**config.mk**
```make
export PLATFORM = sky130hd
export DESIGN_NAME = gpu_reg_sched
export DESIGN_NICKNAME = d
export VERILOG_FILES = /design/src/rtl/gpu_reg_sched.sv
export SDC_FILE = /design/constraint.sdc
export NUM_CORES = 1
export LEC_CHECK = 0
export ABC_CLOCK_PERIOD_IN_PS = 4000
export BUFFER_PORTS_ARGS = -buffer_cell sky130_fd_sc_hd__buf_2
export CORE_UTILIZATION = 52
export DETAILED_ROUTE_END_ITERATION = 8
export PLACE_DENSITY = 0.86
export SYNTH_ARGS = -nofsm -noshare
export SYNTH_HDL_FRONTEND = slang
export SYNTH_SLANG_ARGS = --single-unit
```
**constraint.sdc**
```tcl
create_clock -name sys_clk -period 4 [get_ports sys_clk]
set_clock_uncertainty 0.1 [all_clocks]
set_input_delay 0.4 -clock sys_clk [delete_from_list [all_inputs] [get_ports sys_clk]]
set_output_delay 0.4 -clock sys_clk [all_outputs]
set_load 0.005 [all_outputs]
```
**src/rtl/gpu_reg_sched.sv**
```systemverilog
// Access scheduler for the 64x32 dual-port GPU register file.
// Shares ports A/B among ALU writeback, operand fetch, load writeback and
// host access, and forwards same-cycle write data into read responses.
//
// Handshake: every requester holds req (with its address/data) steady until
// it sees ack; ack is combinational and means the access is issued on a port
// in this very cycle. op_valid / host_rvalid are one-cycle pulses, and their
// data outputs hold the last delivered value until the next pulse.
module gpu_reg_sched (
  input  logic        sys_clk,
  input  logic        nreset,
  input  logic        alu_we,
  input  logic [5:0]  alu_waddr,
  input  logic [31:0] alu_wdata,
  input  logic        op_req,
  input  logic [5:0]  op_src,
  input  logic [5:0]  op_dst,
  output logic        op_ack,
  output logic        op_valid,
  output logic [31:0] op_sdata,
  output logic [31:0] op_ddata,
  input  logic        mem_req,
  input  logic [5:0]  mem_waddr,
  input  logic [31:0] mem_wdata,
  output logic        mem_ack,
  input  logic        host_req,
  input  logic        host_we,
  input  logic [5:0]  host_addr,
  input  logic [31:0] host_wdata,
  output logic        host_ack,
  output logic        host_rvalid,
  output logic [31:0] host_rdata,
  output logic [5:0]  aa,
  output logic [31:0] da,
  output logic        nwea,
  output logic        clka,
  output logic [5:0]  ab,
  output logic [31:0] db,
  output logic        nweb,
  output logic        clkb,
  input  logic [31:0] qa,
  input  logic [31:0] qb
);

  // SPLIT: the src operand has been read, the dst read is waiting for port A.
  typedef enum logic {S_IDLE = 1'b0, S_SPLIT = 1'b1} state_t;

  state_t      r_state;
  state_t      w_state_nxt;

  logic        w_fetch_pend;
  logic        w_src_rd;
  logic        w_dst_rd;
  logic        w_a_busy;
  logic        w_b_busy;
  logic        w_mem_ok;
  logic        w_mem_on_a;
  logic        w_mem_on_b;
  logic        w_mem_go;
  logic        w_host_clash;
  logic        w_host_ok;
  logic        w_host_on_a;
  logic        w_host_on_b;
  logic        w_host_rd;

  logic        w_wa_en;
  logic        w_wb_en;
  logic [32:0] w_src_f;
  logic [32:0] w_dst_f;
  logic [32:0] w_host_f;

  logic        r_src_pend;
  logic        r_src_same;
  logic        r_src_fwd;
  logic [31:0] r_src_fdata;
  logic [31:0] r_hold;
  logic        r_op_valid;
  logic        r_dst_fwd;
  logic [31:0] r_dst_fdata;
  logic [31:0] r_sdata_q;
  logic [31:0] r_ddata_q;
  logic        r_host_valid;
  logic        r_host_on_b;
  logic        r_host_fwd;
  logic [31:0] r_host_fdata;
  logic [31:0] r_host_q;

  logic [31:0] w_src_resp;
  logic [31:0] w_sdata_new;
  logic [31:0] w_ddata_new;
  logic [31:0] w_host_new;

  // Returns {hit, data}: the newest data written this cycle to address ra.
  // Port A's write is preferred when both ports write the same address.
  function automatic logic [32:0] fwd_lookup(
    input logic [5:0]  ra,
    input logic        wa_en,
    input logic [5:0]  wa_addr,
    input logic [31:0] wa_data,
    input logic        wb_en,
    input logic [5:0]  wb_addr,
    input logic [31:0] wb_data
  );
    logic [32:0] res;
    res = '0;
    if (wb_en && (wb_addr == ra)) res = {1'b1, wb_data};
    if (wa_en && (wa_addr == ra)) res = {1'b1, wa_data};
    return res;
  endfunction

  // Fixed-priority claims: ALU and operand fetch own their ports first,
  // then mem and host fill whatever is left, port B preferred, mem first.
  assign w_fetch_pend = nreset & (((r_state == S_IDLE) & op_req) | (r_state == S_SPLIT));
  assign w_src_rd     = nreset & (r_state == S_IDLE) & op_req;
  assign w_dst_rd     = w_fetch_pend & ~alu_we;
  assign w_a_busy     = (nreset & alu_we) | w_dst_rd;
  assign w_b_busy     = w_src_rd;

  // A load to the address the ALU is writing waits: the ALU result is newer.
  assign w_mem_ok     = nreset & mem_req & ~(alu_we & (mem_waddr == alu_waddr));
  assign w_mem_on_b   = w_mem_ok & ~w_b_busy;
  assign w_mem_on_a   = w_mem_ok & w_b_busy & ~w_a_busy;
  assign w_mem_go     = w_mem_on_a | w_mem_on_b;

  // Host writes never race another write to the same address; reads may.
  assign w_host_clash = host_we & ((alu_we & (host_addr == alu_waddr)) |
                                   (w_mem_go & (host_addr == mem_waddr)));
  assign w_host_ok    = nreset & host_req & ~w_host_clash;
  assign w_host_on_b  = w_host_ok & ~w_b_busy & ~w_mem_on_b;
  assign w_host_on_a  = w_host_ok & ~w_host_on_b & ~w_a_busy & ~w_mem_on_a;
  assign w_host_rd    = (w_host_on_a | w_host_on_b) & ~host_we;

  assign op_ack   = w_dst_rd;
  assign mem_ack  = w_mem_go;
  assign host_ack = w_host_on_a | w_host_on_b;

  // Port drive: idle ports are disabled with address/data parked at zero.
  always_comb begin
    aa   = '0;
    da   = '0;
    nwea = 1'b1;
    clka = 1'b0;
    ab   = '0;
    db   = '0;
    nweb = 1'b1;
    clkb = 1'b0;
    if (nreset && alu_we) begin
      aa = alu_waddr; da = alu_wdata; nwea = 1'b0; clka = 1'b1;
    end else if (w_dst_rd) begin
      aa = op_dst; clka = 1'b1;
    end else if (w_mem_on_a) begin
      aa = mem_waddr; da = mem_wdata; nwea = 1'b0; clka = 1'b1;
    end else if (w_host_on_a) begin
      aa = host_addr; da = host_we ? host_wdata : 32'd0; nwea = ~host_we; clka = 1'b1;
    end
    if (w_src_rd) begin
      ab = op_src; clkb = 1'b1;
    end else if (w_mem_on_b) begin
      ab = mem_waddr; db = mem_wdata; nweb = 1'b0; clkb = 1'b1;
    end else if (w_host_on_b) begin
      ab = host_addr; db = host_we ? host_wdata : 32'd0; nweb = ~host_we; clkb = 1'b1;
    end
  end

  assign w_wa_en  = clka & ~nwea;
  assign w_wb_en  = clkb & ~nweb;
  assign w_src_f  = fwd_lookup(op_src,    w_wa_en, aa, da, w_wb_en, ab, db);
  assign w_dst_f  = fwd_lookup(op_dst,    w_wa_en, aa, da, w_wb_en, ab, db);
  assign w_host_f = fwd_lookup(host_addr, w_wa_en, aa, da, w_wb_en, ab, db);

  // Next-state: a fetch that loses port A to the ALU parks in SPLIT.
  always_comb begin
    w_state_nxt = r_state;
    case (r_state)
      S_IDLE:  if (op_req && alu_we) w_state_nxt = S_SPLIT;
      S_SPLIT: if (!alu_we)          w_state_nxt = S_IDLE;
      default:                       w_state_nxt = S_IDLE;
    endcase
  end

  // State register.
  always_ff @(posedge sys_clk) begin
    if (!nreset) r_state <= S_IDLE;
    else         r_state <= w_state_nxt;
  end

  // Response tracking: remember which reads were issued and whether their
  // data must come from a same-cycle write instead of the RAM output.
  always_ff @(posedge sys_clk) begin
    if (!nreset) begin
      r_src_pend   <= 1'b0;
      r_src_same   <= 1'b0;
      r_src_fwd    <= 1'b0;
      r_src_fdata  <= '0;
      r_hold       <= '0;
      r_op_valid   <= 1'b0;
      r_dst_fwd    <= 1'b0;
      r_dst_fdata  <= '0;
      r_sdata_q    <= '0;
      r_ddata_q    <= '0;
      r_host_valid <= 1'b0;
      r_host_on_b  <= 1'b0;
      r_host_fwd   <= 1'b0;
      r_host_fdata <= '0;
      r_host_q     <= '0;
    end else begin
      r_src_pend   <= w_src_rd;
      r_src_same   <= w_src_rd & w_dst_rd;
      r_src_fwd    <= w_src_f[32];
      r_src_fdata  <= w_src_f[31:0];
      if (r_src_pend) r_hold <= w_src_resp;
      r_op_valid   <= w_dst_rd;
      r_dst_fwd    <= w_dst_f[32];
      r_dst_fdata  <= w_dst_f[31:0];
      if (r_op_valid) begin
        r_sdata_q <= w_sdata_new;
        r_ddata_q <= w_ddata_new;
      end
      r_host_valid <= w_host_rd;
      r_host_on_b  <= w_host_on_b;
      r_host_fwd   <= w_host_f[32];
      r_host_fdata <= w_host_f[31:0];
      if (r_host_valid) r_host_q <= w_host_new;
    end
  end

  // A split fetch takes src from the holding register; an unsplit one
  // takes it straight from this cycle's port B response.
  assign w_src_resp  = r_src_fwd ? r_src_fdata : qb;
  assign w_sdata_new = r_src_same ? w_src_resp : r_hold;
  assign w_ddata_new = r_dst_fwd ? r_dst_fdata : qa;
  assign w_host_new  = r_host_fwd ? r_host_fdata : (r_host_on_b ? qb : qa);

  assign op_valid    = r_op_valid;
  assign op_sdata    = r_op_valid ? w_sdata_new : r_sdata_q;
  assign op_ddata    = r_op_valid ? w_ddata_new : r_ddata_q;
  assign host_rvalid = r_host_valid;
  assign host_rdata  = r_host_valid ? w_host_new : r_host_q;

endmodule

```
==> results of run 1 <==
path summary, 6_finish.rpt:
path | from | endpoint | slack (ns) | cells after the start
worst min register to register | r_hold[2] | r_hold[2] | 0.39 | 2
worst min-delay path | op_req | r_state | 0.09 | 3
worst max register to register | r_state | r_src_fdata[5] | 0.31 | 9
worst max-delay path | r_state | da[3] | 0.15 | 10
worst max-delay path, delay by kind of cell, from the launching register on:
kind,cells,cell delay [ns]
flops,1,0.41
simple gates,3,0.66
compound gates,3,1.14
buf+inv,4,0.61
registers in the layout (all words and copies together) (netlist names), 32 cells and up:
name and cells:
r_sdata_q 32, r_dst_fdata 32, r_ddata_q 32, r_host_fdata 32
r_src_fdata 32, r_host_q 32, r_hold 32
kinds of logic after synthesis:
family | Yosys count | share of synthesized area, %
flip-flops | 233 | 37.3
AND/OR/NAND/NOR | 434 | 17.3
AO/OA/AOI/OAI | 385 | 22.6
XOR/XNOR | 23 | 1.85
multiplexers | 161 | 13.5
buffers and inverters | 214 | 7.44
cells in the mapped netlist (all sizes together) (16+ instances only):
cell type,n
and3,20
a32oi,18
o22ai,81
mux2i,97
a32o,20
clkbuf,73
and2,115
a211oi,40
a21oi,98
nand2,81
xnor2,16
a22oi,24
nor2,143
mux2,64
o21ai,45
inv,82
buf,58
nand3,30
dfxtp,233
through the flow:
step           area, um^2  setup slack, ns
5_1_grt             15400           0.0266
3_3_place_gp        14500            0.307
4_1_cts             15400            0.167
2_1_floorplan       12500             1.10
3_5_place_dp        14500            0.267
6_report            15400            0.152
what timing repair did:
action | 4_1_cts | 5_1_grt
endpoints found under the hold margin | 0 | 0
gates resized for setup | 0 | 1
setup endpoints to repair | 0 | 1
per-layer routing:
layer,vias to the layer above,wire (um),track usage [%]
li1,5785,-,-
met1,6184,19400,50.8
met2,951,21600,58.1
met3,157,5640,8.23
met4,2,2130,17.2
met5,-,13,0
power groups by stage:
stage / registers (mW) / logic, mW / clock network, mW
floorplan: 2.46 / 0.566 / 0
global placement: 2.51 / 0.936 / 0
detailed placement: 2.51 / 0.943 / 0
CTS: 2.46 / 0.952 / 2.44
global route: 2.47 / 1.04 / 2.54
finish: 2.47 / 0.979 / 2.43
cells in the final DEF, fill, tap and decap left out, types with 3 or more instances in the layout:
cell type  count
a211oi_1      37
a21boi_0       3
a21oi_1       97
a222oi_1       3
a22oi_1       24
a31oi_1        5
a32o_1        20
a32oi_1       17
a41oi_1        5
and2_1       113
and3_1        17
and4_1         4
buf_2        377
buf_4         43
bufinv_16      4
clkbuf_1       7
clkbuf_16     25
clkbuf_8       4
dfxtp_1      225
dfxtp_2        7
diode_2        4
inv_1         80
mux2_2        64
mux2i_1       97
nand2_1       81
nand2b_1      10
nand3_1       30
nand4_1        4
nor2_1       143
nor3_1         7
nor3b_1        3
nor4_1         4
o21a_1         4
o21ai_0       44
o22ai_1       52
o22ai_2       29
xnor2_1       12
xnor2_2        4
xor2_1         7
layout make-up:
class | instances | area (um^2)
Antenna cell | 4 | 10.0
Clock buffer | 36 | 707
Clock inverter | 8 | 153
Fill cell | 1954 | 8130
Inverter | 83 | 312
Multi-Input combinational cell | 1003 | 6950
Sequential cell | 233 | 4680
Tap cell | 319 | 399
Timing Repair Buffer | 420 | 2210
==> results.json, run 1 <==
{
  "cp_slowest_cell": "a32oi_1",
  "worst_ep_required_time_ns": 3.50,
  "core_mm2": 0.0235,
  "ys_seq_area_share_pct": 37.3,
  "drt_iter0_markers": 1645,
  "port_buffers": 377,
  "critPathLaunchType": "flop",
  "drv_cap": 0,
  "htree_levels": 1,
  "clockBufferDepth": 3,
  "slew_viol_final": 0,
  "die_w_um": 157,
  "post-route-min-period_ns": 3.85,
  "io_pins": 378,
  "seqPwrFrac_pct": 42.0,
  "power.share.combinational_pct": 16.7,
  "path_max_fanout": 10,
  "async_flop_share_pct": 0,
  "grt_usage_pct": 37.8,
  "worstPathArrival_ns": 3.35,
  "peakVddDrop_v": 0.000251,
  "synth-edff-count": 0,
  "syn_to_final_growth_pct": 23.2,
  "viasPerCell": 6.21,
  "antenna_left": 0,
  "path_class": "reg -> out",
  "cpMostUsedCell": "buf_4",
  "synth_top_cell_by_area": "dfxtp_1",
  "synth_area_mm2": 0.0125,
  "num_vias": 13100,
  "synth_area_leaders": "dfxtp_1 (37%), mux2i_1 (7.8%), mux2_2 (5.8%)",
  "grt_pass1_wl_um": 71000,
  "clock-sinks": 233,
  "fin_hold_ws_ns": 0.0887,
  "layout.nets": 1963,
  "holdBufCountCts": 0,
  "critPathCaptureType": "output pin",
  "grt_max_degree": 89,
  "post-cts-setup-buffer-count": 0,
  "stdcell_count": 2106,
  "rsz0062_at_grt": "false",
  "drt-pass1-iter-count": 8,
  "power.switching_mw": 1.60,
  "syn_nets": 1647,
  "die_h_um": 157,
  "grt_overflow": 0,
  "dp_hpwl_um": 34900,
  "clockRootBuffer": "clkbuf_16",
  "power.clock.fraction_pct": 41.4,
  "ys_types": 79,
  "swShare_pct": 27.3,
  "drc": 0,
  "utilization_pct": 65.5,
  "slowest_delay_ns": 0.53,
  "clk_latency_ns": 0.52,
  "p_leak_nw": 6.99,
  "powerDensity_mw_per_mm2": 381,
  "synth_cells": 1450,
  "slew_headroom_pct": 13.8,
  "gp_congestion": 0.982,
  "critical_path.cell_chain": "nand2b_1 -> nand2_1 -> a21o_2 -> buf_4 -> o21ai_2 -> nor2_1 -> buf_4 -> a32oi_1 -> inv_1 -> buf_2",
  "finalHoldViolations": 0,
  "cts_tree": "built",
  "initial_core_util_pct": 53.2,
  "setup_tns_ns": 0,
  "antenna_found_initial": 4,
  "hp-class": "in -> reg",
  "fmax_ghz": 0.260,
  "synth_warnings": 0,
  "tightestPinTransition_ns": 1.29,
  "synthFlopType": "dfxtp_1",
  "min_period_over_period_pct": 96.2,
  "dp.cells": 2058,
  "finalPower_mw": 5.88,
  "internal_power_mw": 4.27,
  "drive_above_1_share_pct": 33.1,
  "die_area_mm2": 0.0247,
  "routed_wl_um": 48800,
  "avgSynthCellArea_um2": 8.63,
  "cts_buffers": 25,
  "synth-seq-cells": 233,
  "run_status": "completed",
  "clk_pin_slew_ns": 0.07,
  "avgRoutedWirePerCell_um": 23.2,
  "fp-row-count": 56,
  "yosysTopAreaCellShare_pct": 37.3,
  "setup_viol": 0,
  "first_global_vias": 12200
}
Power figures use the tool's default switching activity.
==> run 2: changes to the inputs <==
--- a/config.mk
+++ b/config.mk
@@ -10,6 +10,7 @@
 export CORE_UTILIZATION = 52
 export DETAILED_ROUTE_END_ITERATION = 8
 export PLACE_DENSITY = 0.86
+export RECOVER_POWER = 100
 export SYNTH_ARGS = -nofsm -noshare
 export SYNTH_HDL_FRONTEND = slang
 export SYNTH_SLANG_ARGS = --single-unit
==> run 2 against run 1 <==
Critical path depth is 5 lower; sequential power barely moved; largest cell class unchanged; via count fell by 0.32%; fmax decreased by 0.99%; wire length is 0.46% lower; the flow now finishes with violations (capacitance limit, slew limit).
==> results.json, run 2 (same netlist as run 1, synthesis figures left out) <==
{
  "post-route-min-period_ns": 3.89,
  "violations": "capacitance limit, slew limit",
  "die_w_um": 157,
  "clockRootBuffer": "clkbuf_16",
  "grt_overflow": 0,
  "rr_startpoint": "r_state",
  "drive_above_1_share_pct": 22.2,
  "rr_worst_depth": 9,
  "clock-sinks": 233,
  "drc": 0,
  "min_period_over_period_pct": 97.2,
  "syn_to_final_growth_pct": 20.3,
  "cts_tree": "built",
  "finalHoldViolations": 0,
  "r2r_end": "r_src_fdata[5]",
  "run_status": "finished, violations left",
  "critPathCaptureType": "output pin",
  "fin_hold_ws_ns": 0.0936,
  "clk_latency_ns": 0.51,
  "hp-class": "in -> reg",
  "htree_levels": 1,
  "setup_slack_ns": 0.113,
  "avgRoutedWirePerCell_um": 23.1,
  "setup_tns_ns": 0,
  "critical_path.cell_chain": "clkbuf_1 -> mux2i_1 -> o21ai_0 -> mux2_1 -> buf_2",
  "slew_headroom_pct": -57.6,
  "hold_depth": 3,
  "antenna_left": 0,
  "die_h_um": 157,
  "dp_worst_setup_slack_ns": 0.267,
  "final.fill_count": 2091,
  "drt-pass1-iter-count": 8,
  "critPathLaunchType": "flop",
  "initial_core_util_pct": 53.2,
  "tightestPinTransition_ns": 2.36,
  "cp_slowest_cell": "dfxtp_1",
  "worst_ep_required_time_ns": 3.50,
  "fin_area_mm2": 0.0151,
  "cts_resized": 0,
  "peakVddDrop_v": 0.000252,
  "worst-r2r-setup-slack_ns": 0.21,
  "num_vias": 13000,
  "die_area_mm2": 0.0247,
  "p_leak_nw": 6.54,
  "rsz0062_at_grt": "false",
  "cts_buffers": 25,
  "first_global_vias": 12200,
  "slowest_delay_ns": 1.60,
  "routed_wl_um": 48600,
  "fp-row-count": 56,
  "fmax_ghz": 0.257,
  "layout.nets": 1963,
  "drv_cap": 6,
  "dp_hpwl_um": 34900,
  "multiInputGateArea_mm2": 0.00678,
  "utilization_pct": 64.0,
  "worstHoldStart": "op_req",
  "clk_pin_slew_ns": 0.07,
  "worstPathArrival_ns": 3.39,
  "layout_common_cells": "buf_2 (267), dfxtp_1 (230), nor2_1 (143)",
  "io_pins": 378,
  "placed_area_mm2": 0.0145,
  "gp_congestion": 0.982,
  "setup_viol": 0,
  "grt_usage_pct": 37.8,
  "port_buffers": 377,
  "core_mm2": 0.0235,
  "drt_iter0_markers": 1663,
  "post-cts-setup-buffer-count": 0,
  "register_area_mm2": 0.00467,
  "min_to": "r_state",
  "slew_viol_final": 275,
  "powerDensity_mw_per_mm2": 388,
  "grt_max_degree": 89,
  "path_class": "reg -> out",
  "final_common_cell": "buf_2",
  "startpoint": "r_host_on_b",
  "grt_pass1_wl_um": 71000,
  "antenna_found_initial": 4,
  "holdBufCountCts": 0,
  "path_max_fanout": 23,
  "viasPerCell": 6.19,
  "clockBufferDepth": 3
}
==> run 2: report_power, final <==
group | internal [mW] | switching [mW] | total, mW
registers | 2.39 | 0.0789 | 2.47
logic | 0.370 | 0.576 | 0.946
clock network | 1.49 | 0.942 | 2.43
==> run 2: area by class of cell <==
type	count	share of cell area, %
Antenna cell	4	0.0665
Clock buffer	36	4.69
Clock inverter	8	1.01
Inverter	83	2.07
Multi-Input combinational cell	1003	45.1
Sequential cell	233	31.0
Tap cell	319	2.65
Timing Repair Buffer	420	13.5
==> run 2: metrics by stage <==
step	total power, mW	instances
4_1_cts	5.86	2102
2_1_floorplan	3.02	1450
5_1_grt	6.03	2105
3_5_place_dp	3.46	2058
3_3_place_gp	3.45	2058
6_report	5.84	2106
==> run 2: how the worst max path moves through the flow <==
stage | endpoint | slack [ns] | cells after the start
floorplan | r_dst_fdata[5] | 1.10 | 11
global placement | r_host_fdata[30] | 0.31 | 11
detailed placement | r_src_fdata[12] | 0.27 | 9
CTS | da[9] | 0.17 | 10
global route | host_rdata[27] | 0.03 | 5
finish | host_rdata[30] | 0.11 | 5
==> run 2: layer usage <==
| metal | vias to the layer above | track usage, % | routed length (um) |
|---|---|---|---|
| met2 | 937 | 58.1 | 21400 |
| met3 | 152 | 8.23 | 5680 |
| met4 | 2 | 17.2 | 2000 |
| met5 | - | 0 | 13 |
| met1 | 6150 | 50.8 | 19500 |
| li1 | 5796 | - | - |
==> run 2: critical path, delay by kind of cell, from the launching register on <==
| family | cells | cell delay, ns |
|---|---|---|
| flip-flops | 1 | 1.60 |
| multiplexers | 2 | 0.56 |
| buffers and inverters | 2 | 0.62 |
| AO/OA/AOI/OAI | 1 | 0.09 |
==> run 3: changes to the inputs <==
--- a/config.mk
+++ b/config.mk
@@ -7,10 +7,11 @@
 export LEC_CHECK = 0
 export ABC_CLOCK_PERIOD_IN_PS = 4000
 export BUFFER_PORTS_ARGS = -buffer_cell sky130_fd_sc_hd__buf_2
+export CAP_MARGIN = 5
 export CORE_UTILIZATION = 52
 export DETAILED_ROUTE_END_ITERATION = 8
 export PLACE_DENSITY = 0.86
-export RECOVER_POWER = 100
+export RECOVER_POWER = 50
 export SYNTH_ARGS = -nofsm -noshare
 export SYNTH_HDL_FRONTEND = slang
 export SYNTH_SLANG_ARGS = --single-unit
==> run 3 against run 2 <==
Worst hold slack worse by 0.0034 ns; global-route usage unchanged; clock power about the same; design area up 1.7%; critical endpoint is now op_ddata[0]; critical path type unchanged; the flow still finishes with violations (capacitance limit, slew limit); clock-buffer cell count unchanged.
==> results.json, run 3 (same netlist as run 1, synthesis figures left out) <==
{
  "core_mm2": 0.0235,
  "power.clock.fraction_pct": 41.4,
  "p_leak_nw": 6.78,
  "path_class": "reg -> out",
  "setup_slack_ns": 0.108,
  "drc": 0,
  "holdBufCountCts": 0,
  "drv_cap": 6,
  "viasPerCell": 6.21,
  "die_h_um": 157,
  "clk_pin_slew_ns": 0.07,
  "layout_common_cells": "buf_2 (317), dfxtp_1 (230), nor2_1 (143)",
  "power.switching_mw": 1.61,
  "swShare_pct": 27.4,
  "slew_headroom_pct": -58.8,
  "run_status": "finished, violations left",
  "drt_iter0_markers": 1770,
  "initial_core_util_pct": 53.2,
  "routed_wl_um": 48700,
  "worst_ep_required_time_ns": 3.50,
  "internal_power_mw": 4.26,
  "antenna_found_initial": 4,
  "drt-pass1-iter-count": 6,
  "clock-sinks": 233,
  "critPathTopFamily": "flip-flops",
  "cts_tree": "built",
  "avgRoutedWirePerCell_um": 23.2,
  "highest_layer": "met5",
  "die_w_um": 157,
  "finalHoldViolations": 0,
  "hp-class": "in -> reg",
  "slowest_delay_ns": 1.94,
  "grt_max_degree": 89,
  "final_common_cell": "buf_2",
  "layout.nets": 1963,
  "grt_usage_pct": 37.8,
  "critPathLaunchType": "flop",
  "min_period_over_period_pct": 97.3,
  "drive_above_1_share_pct": 26.9,
  "grt_pass1_wl_um": 71000,
  "path_max_fanout": 32,
  "port_buffers": 377,
  "dp_worst_setup_slack_ns": 0.267,
  "multiInputGateArea_mm2": 0.00694,
  "fin_area_mm2": 0.0153,
  "critical_path.cell_chain": "clkbuf_4 -> mux2i_1 -> a21oi_1 -> clkbuf_1",
  "syn_to_final_growth_pct": 22.4,
  "register_area_mm2": 0.00467,
  "post-route-min-period_ns": 3.89,
  "cts_buffers": 25,
  "htree_levels": 1,
  "clockBufferDepth": 3,
  "peakVddDrop_v": 0.000251,
  "critPathCaptureType": "output pin",
  "clk_latency_ns": 0.52,
  "grt_overflow": 0,
  "setup_viol": 0,
  "rsz0062_at_grt": "false",
  "wl_met3_um": 5920,
  "gp_congestion": 0.982,
  "slew_viol_final": 275,
  "antenna_left": 0,
  "wl_met2_um": 21400,
  "first_global_vias": 12200,
  "powerDensity_mw_per_mm2": 383,
  "dp_hpwl_um": 34900,
  "tightestPinTransition_ns": 2.38,
  "wl_met1_um": 19300,
  "io_pins": 378,
  "clockRootBuffer": "clkbuf_16",
  "fp-row-count": 56,
  "cp_slowest_cell": "dfxtp_1",
  "final.fill_count": 2003,
  "num_vias": 13100,
  "crit_buf_inv": 2,
  "setup_tns_ns": 0,
  "die_area_mm2": 0.0247,
  "seqPwrFrac_pct": 42.1,
  "worstPathArrival_ns": 3.39,
  "fmax_ghz": 0.257,
  "violations": "capacitance limit, slew limit",
  "placed_area_mm2": 0.0145,
  "power.share.combinational_pct": 16.5
}
==> run 3: cell count changes in the layout (fill, tap and decap cells not counted), sizes merged <==
cell / change
buf: +60
clkbuf: -60
diode: -1
==> run 3: area by class of cell <==
| cell class | instances | area share [%] |
|---|---|---|
| diodes | 3 | 0.0490 |
| multi-input cells | 1003 | 45.3 |
| clock inverters | 8 | 0.997 |
| inverters | 83 | 2.03 |
| flip-flops and latches | 233 | 30.5 |
| well taps | 319 | 2.61 |
| repair buffers | 420 | 13.9 |
| clock buffers | 36 | 4.62 |
==> run 3: final timing paths <==
path,startpoint,endpoint,cells past startpoint,slack [ns]
max,r_dst_fwd,op_ddata[0],4,0.11
min,op_req,r_state,3,0.09
max reg2reg,r_state,r_src_fdata[5],9,0.27
min reg2reg,r_hold[2],r_hold[2],2,0.39
==> run 3: what timing repair did <==
item	CTS	global route
buffers inserted	0	0
gates resized for setup	0	1
hold endpoints to repair	0	0
endpoints found under the setup margin	0	1
==> run 3: metal layers <==
layer / vias up / GRT usage, %
li1: 5795 / -
met5: - / 0
met3: 151 / 8.23
met2: 1007 / 58.1
met1: 6127 / 50.8
met4: 2 / 17.2
==> run 3: worst min-delay path, cell delays in order <==
cell and delay, ns:
buf_2 0.13, nor2_1 0.06, nor2_1 0.09
==> run 3: metrics by stage <==
stage	cells	util [%]	total power, mW	hold WS [ns]
6_report	2105	65.0	5.87	0.0902
3_5_place_dp	2058	61.8	3.46	0.377
4_1_cts	2102	65.4	5.86	0.0931
2_1_floorplan	1450	-	3.02	0.363
5_1_grt	2105	65.0	6.05	0.128
3_3_place_gp	2058	61.8	3.45	0.372
==> run 3: power groups by stage <==
stage | clock [mW] | combinational (mW) | sequential, mW
3_3_place_gp | 0 | 0.936 | 2.51
3_5_place_dp | 0 | 0.943 | 2.51
6_report | 2.43 | 0.968 | 2.47
2_1_floorplan | 0 | 0.566 | 2.46
5_1_grt | 2.54 | 1.03 | 2.47
4_1_cts | 2.44 | 0.952 | 2.46
